<file path="src/rtl/fun_ctrl_pkg.sv">
// -----------------------------------------------------------------------------
// fun_ctrl_pkg
// Shared definitions for the function-block sweep controller:
//   state_e      - controller state encoding (IDLE, RUN, FINISH)
//   DEF_N_IN     - default number of function inputs
//   DEF_TABLE_W  - derived truth-table width, 2^DEF_N_IN
//   DEF_CNT_W    - derived mismatch-counter width, DEF_N_IN+1
// -----------------------------------------------------------------------------
package fun_ctrl_pkg;

    typedef enum logic [1:0] {
        IDLE   = 2'd0,
        RUN    = 2'd1,
        FINISH = 2'd2
    } state_e;

    localparam int unsigned DEF_N_IN    = 3;
    localparam int unsigned DEF_TABLE_W = 1 << DEF_N_IN;
    localparam int unsigned DEF_CNT_W   = DEF_N_IN + 1;

endpackage

</file>
<file path="src/rtl/fun_sweep_ctrl.sv">
// -----------------------------------------------------------------------------
// fun_sweep_ctrl
// Drives every input combination of a combinational function block in
// ascending order, samples F after a settle time, builds the truth table and
// compares it with an expected table latched at start.
//
// Ports:
//   clk          in   system clock, rising edge
//   rst_n        in   asynchronous active-low reset
//   start        in   sweep request, honoured only in IDLE
//   abort        in   cancel a sweep in progress
//   expected     in   expected truth table (bit i = F for input index i)
//   dut_out      in   F from the function block
//   dut_in       out  input combination to the function block (MSB = A)
//   busy         out  sweep in progress
//   done         out  one-cycle pulse at sweep completion
//   table_out    out  captured truth table
//   pass         out  captured table equals expected latch
//   mismatch_cnt out  number of differing bits
// -----------------------------------------------------------------------------
module fun_sweep_ctrl
    import fun_ctrl_pkg::*;
#(
    parameter int unsigned N_IN   = DEF_N_IN,
    parameter int unsigned SETTLE = 1
) (
    input  logic                  clk,
    input  logic                  rst_n,
    input  logic                  start,
    input  logic                  abort,
    input  logic [(2**N_IN)-1:0]  expected,
    input  logic                  dut_out,
    output logic [N_IN-1:0]       dut_in,
    output logic                  busy,
    output logic                  done,
    output logic [(2**N_IN)-1:0]  table_out,
    output logic                  pass,
    output logic [N_IN:0]         mismatch_cnt
);

    localparam int unsigned TABLE_W  = 1 << N_IN;
    localparam int unsigned CNT_W    = N_IN + 1;
    localparam logic [3:0]  SETTLE_V = 4'(SETTLE);
    localparam logic [N_IN-1:0] LAST_IDX = N_IN'(TABLE_W - 1);

    state_e             state_q;
    logic [TABLE_W-1:0] exp_q;
    logic [TABLE_W-1:0] table_q;
    logic [TABLE_W-1:0] table_d;
    logic [CNT_W-1:0]   cnt_q;
    logic [CNT_W-1:0]   cnt_d;
    logic [N_IN-1:0]    idx_q;
    logic [3:0]         settle_q;
    logic               busy_q;
    logic               done_q;
    logic               pass_q;

    // Sample-edge values: table with the current bit captured, and the
    // mismatch count including the current comparison.
    always_comb begin
        table_d         = table_q;
        table_d[idx_q]  = dut_out;
        cnt_d           = cnt_q + CNT_W'(dut_out != exp_q[idx_q]);
    end

    always_ff @(posedge clk or negedge rst_n) begin
        if (!rst_n) begin
            state_q  <= IDLE;
            exp_q    <= '0;
            table_q  <= '0;
            cnt_q    <= '0;
            idx_q    <= '0;
            settle_q <= '0;
            busy_q   <= 1'b0;
            done_q   <= 1'b0;
            pass_q   <= 1'b0;
        end else begin
            case (state_q)
                IDLE: begin
                    if (start && !abort) begin
                        exp_q    <= expected;
                        table_q  <= '0;
                        cnt_q    <= '0;
                        pass_q   <= 1'b0;
                        idx_q    <= '0;
                        settle_q <= SETTLE_V;
                        busy_q   <= 1'b1;
                        state_q  <= RUN;
                    end
                end
                RUN: begin
                    if (abort) begin
                        table_q <= '0;
                        cnt_q   <= '0;
                        pass_q  <= 1'b0;
                        idx_q   <= '0;
                        busy_q  <= 1'b0;
                        state_q <= IDLE;
                    end else if (settle_q != 4'd0) begin
                        settle_q <= settle_q - 4'd1;
                    end else begin
                        table_q <= table_d;
                        cnt_q   <= cnt_d;
                        if (idx_q != LAST_IDX) begin
                            idx_q    <= idx_q + N_IN'(1);
                            settle_q <= SETTLE_V;
                        end else begin
                            // pass uses the count including the last sample so
                            // it is already valid in the done cycle.
                            pass_q  <= (cnt_d == '0);
                            done_q  <= 1'b1;
                            busy_q  <= 1'b0;
                            state_q <= FINISH;
                        end
                    end
                end
                FINISH: begin
                    done_q  <= 1'b0;
                    idx_q   <= '0;
                    state_q <= IDLE;
                end
                default: state_q <= IDLE;
            endcase
        end
    end

    assign dut_in       = idx_q;
    assign busy         = busy_q;
    assign done         = done_q;
    assign table_out    = table_q;
    assign pass         = pass_q;
    assign mismatch_cnt = cnt_q;

endmodule

</file>
<file path="config.mk">
export PLATFORM = sky130hd
export DESIGN_NAME = fun_sweep_ctrl
export DESIGN_NICKNAME = d
export VERILOG_FILES = /design/src/rtl/fun_ctrl_pkg.sv /design/src/rtl/fun_sweep_ctrl.sv
export SDC_FILE = /design/constraint.sdc
export NUM_CORES = 1
export LEC_CHECK = 0
export CORE_AREA = 2 2 63 65
export DETAILED_ROUTE_END_ITERATION = 10
export DIE_AREA = 0 0 65 67
export PLACE_DENSITY = 0.73
export RECOVER_POWER = 50
export SYNTH_ARGS = -nofsm -noshare
export SYNTH_HDL_FRONTEND = slang
export SYNTH_SLANG_ARGS = --single-unit
</file>
<file path="constraint.sdc">
create_clock -name clk -period 2.75 [get_ports clk]
set_clock_uncertainty 0.05 [all_clocks]
set_input_delay 0.55 -clock clk [delete_from_list [all_inputs] [get_ports clk]]
set_output_delay 0.55 -clock clk [all_outputs]
set_load 0.005 [all_outputs]
</file>
After elaboration in Yosys (flattened, before gate mapping)
Index checks and enable logic that the tools add are counted.
Storage, ports and cells
  bits in registers: 32
  output and inout port bits: 18
  logic and storage cells: 84
Operators by class
  $add $sub $neg: 3
  $lt $le $gt $ge: 2
  equal/unequal tests: 12
  multiplexer cells: 42
  reduce and logical (&&, ||, !) cells: 16
Operator list (number)
  $mux 4: 7
  $mux 8: 3
  $pmux 4 s2: 2
  $pmux 8 s2: 1
  $reduce_and 4->1: 4
  $ne 3x3->1 const B: 5
  $mux 1: 13
  $mux 3: 4
  $pmux 3 s3: 1
  $bwmux 8: 1
  $mux 2: 4
  $ne 2x2->1 const B: 4
  $pmux 1 s2: 3
  $reduce_and 3->1: 2
  $add 4x1->4: 1
  $logic_not 4->1: 1
  $lt 3x4->1 const B: 1
  $pmux 2 s2: 1
  $reduce_bool 2->1: 2
  $reduce_bool 4->1: 1
  $sub 4x1->4 const B: 1
  $add 3x1->3 const B: 1
  $bmux 1 s3: 1
  $demux 1 s3: 1
  9 further kinds: 10

Logic depth before layout (Yosys ltp)
  depth after elaboration: 9
  gate-level depth with buffers: 10

Worst setup path after synthesis
OpenSTA, ideal clock, no wires.
  path kind: reg2reg
  start: register idx_q[0] (netlist: dut_in[0])
  end: register pass_q (netlist: pass)
  library setup time: 0.110 ns
  data arrival time: 2.436 ns
  required time: 2.590 ns
  setup slack: 0.153 ns
  stages on the path, launching flop included: 11
  path buffers: 1
  period minus slack after synthesis: 2.597 ns
  cells stage by stage: dfrtp_1 -> buf_6 -> mux2_4 -> a221o_1 -> a222oi_1 -> xnor2_1 -> ha_1 -> ha_1 -> nor3_1 -> a31oi_1 -> o41ai_1
Between the ends
  longest elaborated chain between the ends: 9
  elaborated cells between the ends (all ways): 12
  classes of those cells: add/sub (1); eq/ne (3); mux (6); reduce/logical (2)
RTL lines
  start: declaration: RTL line fun_sweep_ctrl.sv:52  | logic [N_IN-1:0] idx_q;
  start signal: assignment: RTL line fun_sweep_ctrl.sv:105  | idx_q <= idx_q + N_IN'(1);
  $bmux 1 s3: RTL line fun_sweep_ctrl.sv:63  | cnt_d = cnt_q + CNT_W'(dut_out != exp_q[idx_q]);
  $mux 1 (implied by the code): RTL line fun_sweep_ctrl.sv:63
  $ne 1x1->1: RTL line fun_sweep_ctrl.sv:63
  $add 4x1->4: RTL line fun_sweep_ctrl.sv:63
  $logic_not 4->1: RTL line fun_sweep_ctrl.sv:110  | pass_q <= (cnt_d == '0);
  $mux 1: RTL line fun_sweep_ctrl.sv:104  | if (idx_q != LAST_IDX) begin
  $mux 1: RTL line fun_sweep_ctrl.sv:99  | end else if (settle_q != 4'd0) begin
  $mux 1: RTL line fun_sweep_ctrl.sv:92  | if (abort) begin
  $pmux 1 s2: RTL line fun_sweep_ctrl.sv:78  | case (state_q)
  end signal: assignment: RTL line fun_sweep_ctrl.sv:110
  end: declaration: RTL line fun_sweep_ctrl.sv:56  | logic pass_q;
Parallel ways exist; a longest one is shown, timed or not. The select of a mux whose other input is x is not followed.
A chain may end at the register's enable or synchronous reset.

Worst setup path in the final report
Same ends and word-level chain as after synthesis.

==> results by group <==
Logic synthesis
  – Synth warnings: 0
  – Post-Syn Area: 0.00165 mm²
  – Yosys reg bits: 32
  – Post-synthesis mux area share: 10.1%
  – Avg Cell Area, Syn: 10.2 µm²
  – Post-synth EDFFs: 0
  – Synth Area in Compound Gates: 15.9%
  – Post-synthesis xor/xnor area fraction: 1.06%
  – Post-synthesis sequential area ratio: 48.6%
  – Largest family of logic cells by synthesized area: compound AO/OA/AOI/OAI gates
  – Synth Area in Adders: 4.55%
  – Post-Syn Nets: 181
  – Gate Count Post-Synth: 162
  – Post-Synth Simple-Gate Area: 15.5%
  – Synth unique cells: 39
  – Post-synth top flop: dfrtp_1
  – Post-synthesis async set-or-reset flop share: 100%

Global routing
  – Number of global-route vias before repair: 1390
  – Global-route wire length before repair: 6260 µm
  – GRT Overall Usage: 19.1%
  – GR Overflow Total: 0
  – Largest net degree at the start of global routing: 33
  – Initial antenna violation count: 0

Routing
  – Wirelength per Cell: 14.9 µm
  – Drt total wl: 3720 µm
  – Drt pass-1 iters: 4
  – Total vias in the final route: 1356
  – First-iteration detailed-routing DRC count: 75
  – DRC errors left: 0
  – Post-route ant nets: 0
  – Via density: 5.42

Worst hold path
  – Min-delay src: table_out[3]
  – Hold WC Path Type: reg2reg

Finish
  – Synth-to-layout area growth: 32.3%
  – N_diodes: 0
  – Layout cell share with drive strength beyond 1: 11.4%
  – Post-layout util: 60.5%
  – Most frequent cells in the layout: dfrtp_1 (32), clkdlybuf4s50_1 (22), o21ai_1 (18), nand2_1 (18), a21oi_1 (10)
  – Most common cell after layout, fill and taps aside: dfrtp_1
  – Fin nets: 220

Timing
  – Period utilization: 94.8%
  – Slew @ Worst Pin: 1.76 ns
  – Fin. max-slew vios: 33
  – Setup TNS Final: 0 ns
  – Slew Limit Headroom: -17.3%
  – Setup ws final: 0.142 ns
  – Final Hold Viols: 0
  – Final setup fails: 0
  – Fmax: 0.383 GHz
  – Post-layout minimum cycle time: 2.61 ns

Critical path
  – Crit path depth: 9
  – Crit path launch: dut_in[0]
  – Top Family by Delay on Critical Path: compound AO/OA/AOI/OAI gates
  – CP max FO: 4
  – Crit start category: flop
  – FF-to-FF setup slack: 0.14 ns
  – Slowest Stage Delay on Critical Path: 0.42 ns
  – R2R cell count: 9
  – FF-to-FF Start: dut_in[0]
  – Buf+Inv Stages, Crit Path: 0
  – CP Capture Point: pass
  – Worst path required time: 2.87 ns
  – Worst-path cell chain: mux2_4, a221o_1, a222oi_1, xnor2_1, ha_2, nand2_1, xor2_1, a31oi_1, o41ai_1
  – Slowest-stage cell, CP: dfrtp_1
  – WP data arrival: 2.73 ns
  – Critical path class: reg2reg
  – RR Endpoint: pass
  – Crit. End Element: flop

Clocking
  – Clock sink count: 32
  – Htree depth: 2
  – CTS root buffer: clkbuf_8
  – CTS Buffer Depth: 2
  – Clk_lat worst skew: 0.28 ns
  – TritonCTS clock tree: yes
  – Clock slew at reported path FFs: 0.07 ns
  – CTS Buf Count: 5
  – # hold bufs at CTS: 0

Place
  – RePlAce Congestion: 0.801
  – Pre-CTS setup slack: 0.0759 ns
  – DP Wirelength: 2780 µm
  – I/O Buffers: 30

Floorplanning
  – Row cnt: 22
  – Initial Util: 45.7%
  – Die area: 0.00436 mm²
  – Core area: 0.00361 mm²
  – DIE WIDTH: 65 µm
  – Die Y-Extent: 67 µm
  – IO Pins: 31

Pwr
  – Peak supply drop: 0.288 mV
  – Pleak: 0.983 nW
  – Pwr dens: 653 mW/mm²

Status
  – Status: complete, but fails checks
  – Failing checks: capacitance limit, slew limit

Job
  – Max cap viols: 1
## power by group
group	switching, mW	leakage, nW	internal (mW)	total [mW]
sequential	0.0494	0.413	0.539	0.589
combinational	0.172	0.506	0.169	0.340
clock	0.177	0.0645	0.320	0.496
total	0.398	0.983	1.03	1.43
## cells in the mapped netlist (2+ instances only)
cell,count,area (µm²)
a221o_1,2,20.0
clkbuf_1,2,7.51
and3b_1,2,17.5
nor2b_1,3,18.8
nor3_1,2,10.0
nand3_1,3,15.0
ha_1,6,75.1
o21ai_0,2,10.0
o21a_1,2,15.0
dfrtp_1,32,801
inv_1,9,33.8
buf_2,4,20.0
nor4_1,2,12.5
a21oi_1,10,50.1
mux2i_1,5,50.1
a31oi_1,2,12.5
mux2_1,9,101
nand2b_1,2,12.5
o41ai_1,2,17.5
o21ai_1,18,90.1
nor3b_2,2,25.0
nand2_1,18,67.6
nor2_1,7,26.3
## cell type report
| type | count | area [µm²] |
|---|---|---|
| fill | 309 | 1420 |
| sequential | 32 | 801 |
| multi-input combinational | 114 | 797 |
| timing repair buffer | 39 | 364 |
| clock buffer | 7 | 96.3 |
| tap | 48 | 60.1 |
| inverter | 9 | 33.8 |
| clock inverter | 1 | 30.0 |
## worst min path at each step
stage          depth (start not counted)            to
2_1_floorplan                          0          busy
3_3_place_gp                           2  table_out[3]
3_5_place_dp                           2  table_out[3]
4_1_cts                                2  table_out[3]
5_1_grt                                1      exp_q[5]
6_report                               2  table_out[3]
## routing by layer
metal / vias up / track usage [%] / part of all wire [%]
met5: - / 0 / 0
met1: 649 / 22.0 / 43
met4: 0 / 6.12 / 1.1
met2: 45 / 34.0 / 50
li1: 657 / - / -
met3: 5 / 5.57 / 5.0
## cells by family after synthesis
kind of cell,Yosys count
XOR/XNOR,2
multiplexers,15
flip-flops,32
buffers and inverters,16
AND/OR/NAND/NOR,48
AO/OA/AOI/OAI,43
adder cells (fa/ha/maj),6
## registers in the layout (all words and copies together) (netlist names)
name / cells
pass: 1
settle_q: 4
dut_in: 3
state_q: 2
busy: 1
done: 1
table_out: 8
mismatch_cnt: 4
exp_q: 8
## tightest hold or removal path, cell delays in order, from the launching register on
cell and delay, ns:
dfrtp_1 0.34, o21ai_1 0.06, nand2_1 0.05
## through the flow
| stage | area (µm²) | cells | hold slack [ns] | power, mW |
|---|---|---|---|---|
| floorplan | 1650 | 162 | 0.204 | 0.809 |
| global placement | 2040 | 242 | 0.413 | 0.923 |
| detailed placement | 2040 | 242 | 0.420 | 0.944 |
| CTS | 2170 | 250 | 0.436 | 1.44 |
| global route | 2180 | 250 | 0.461 | 1.51 |
| finish | 2180 | 250 | 0.427 | 1.43 |
## repair_timing
item	in CTS	in global routing
resized for setup	0	4
setup endpoints to repair	0	1
setup buffers	0	0
(Power assumes the default switching activity.)
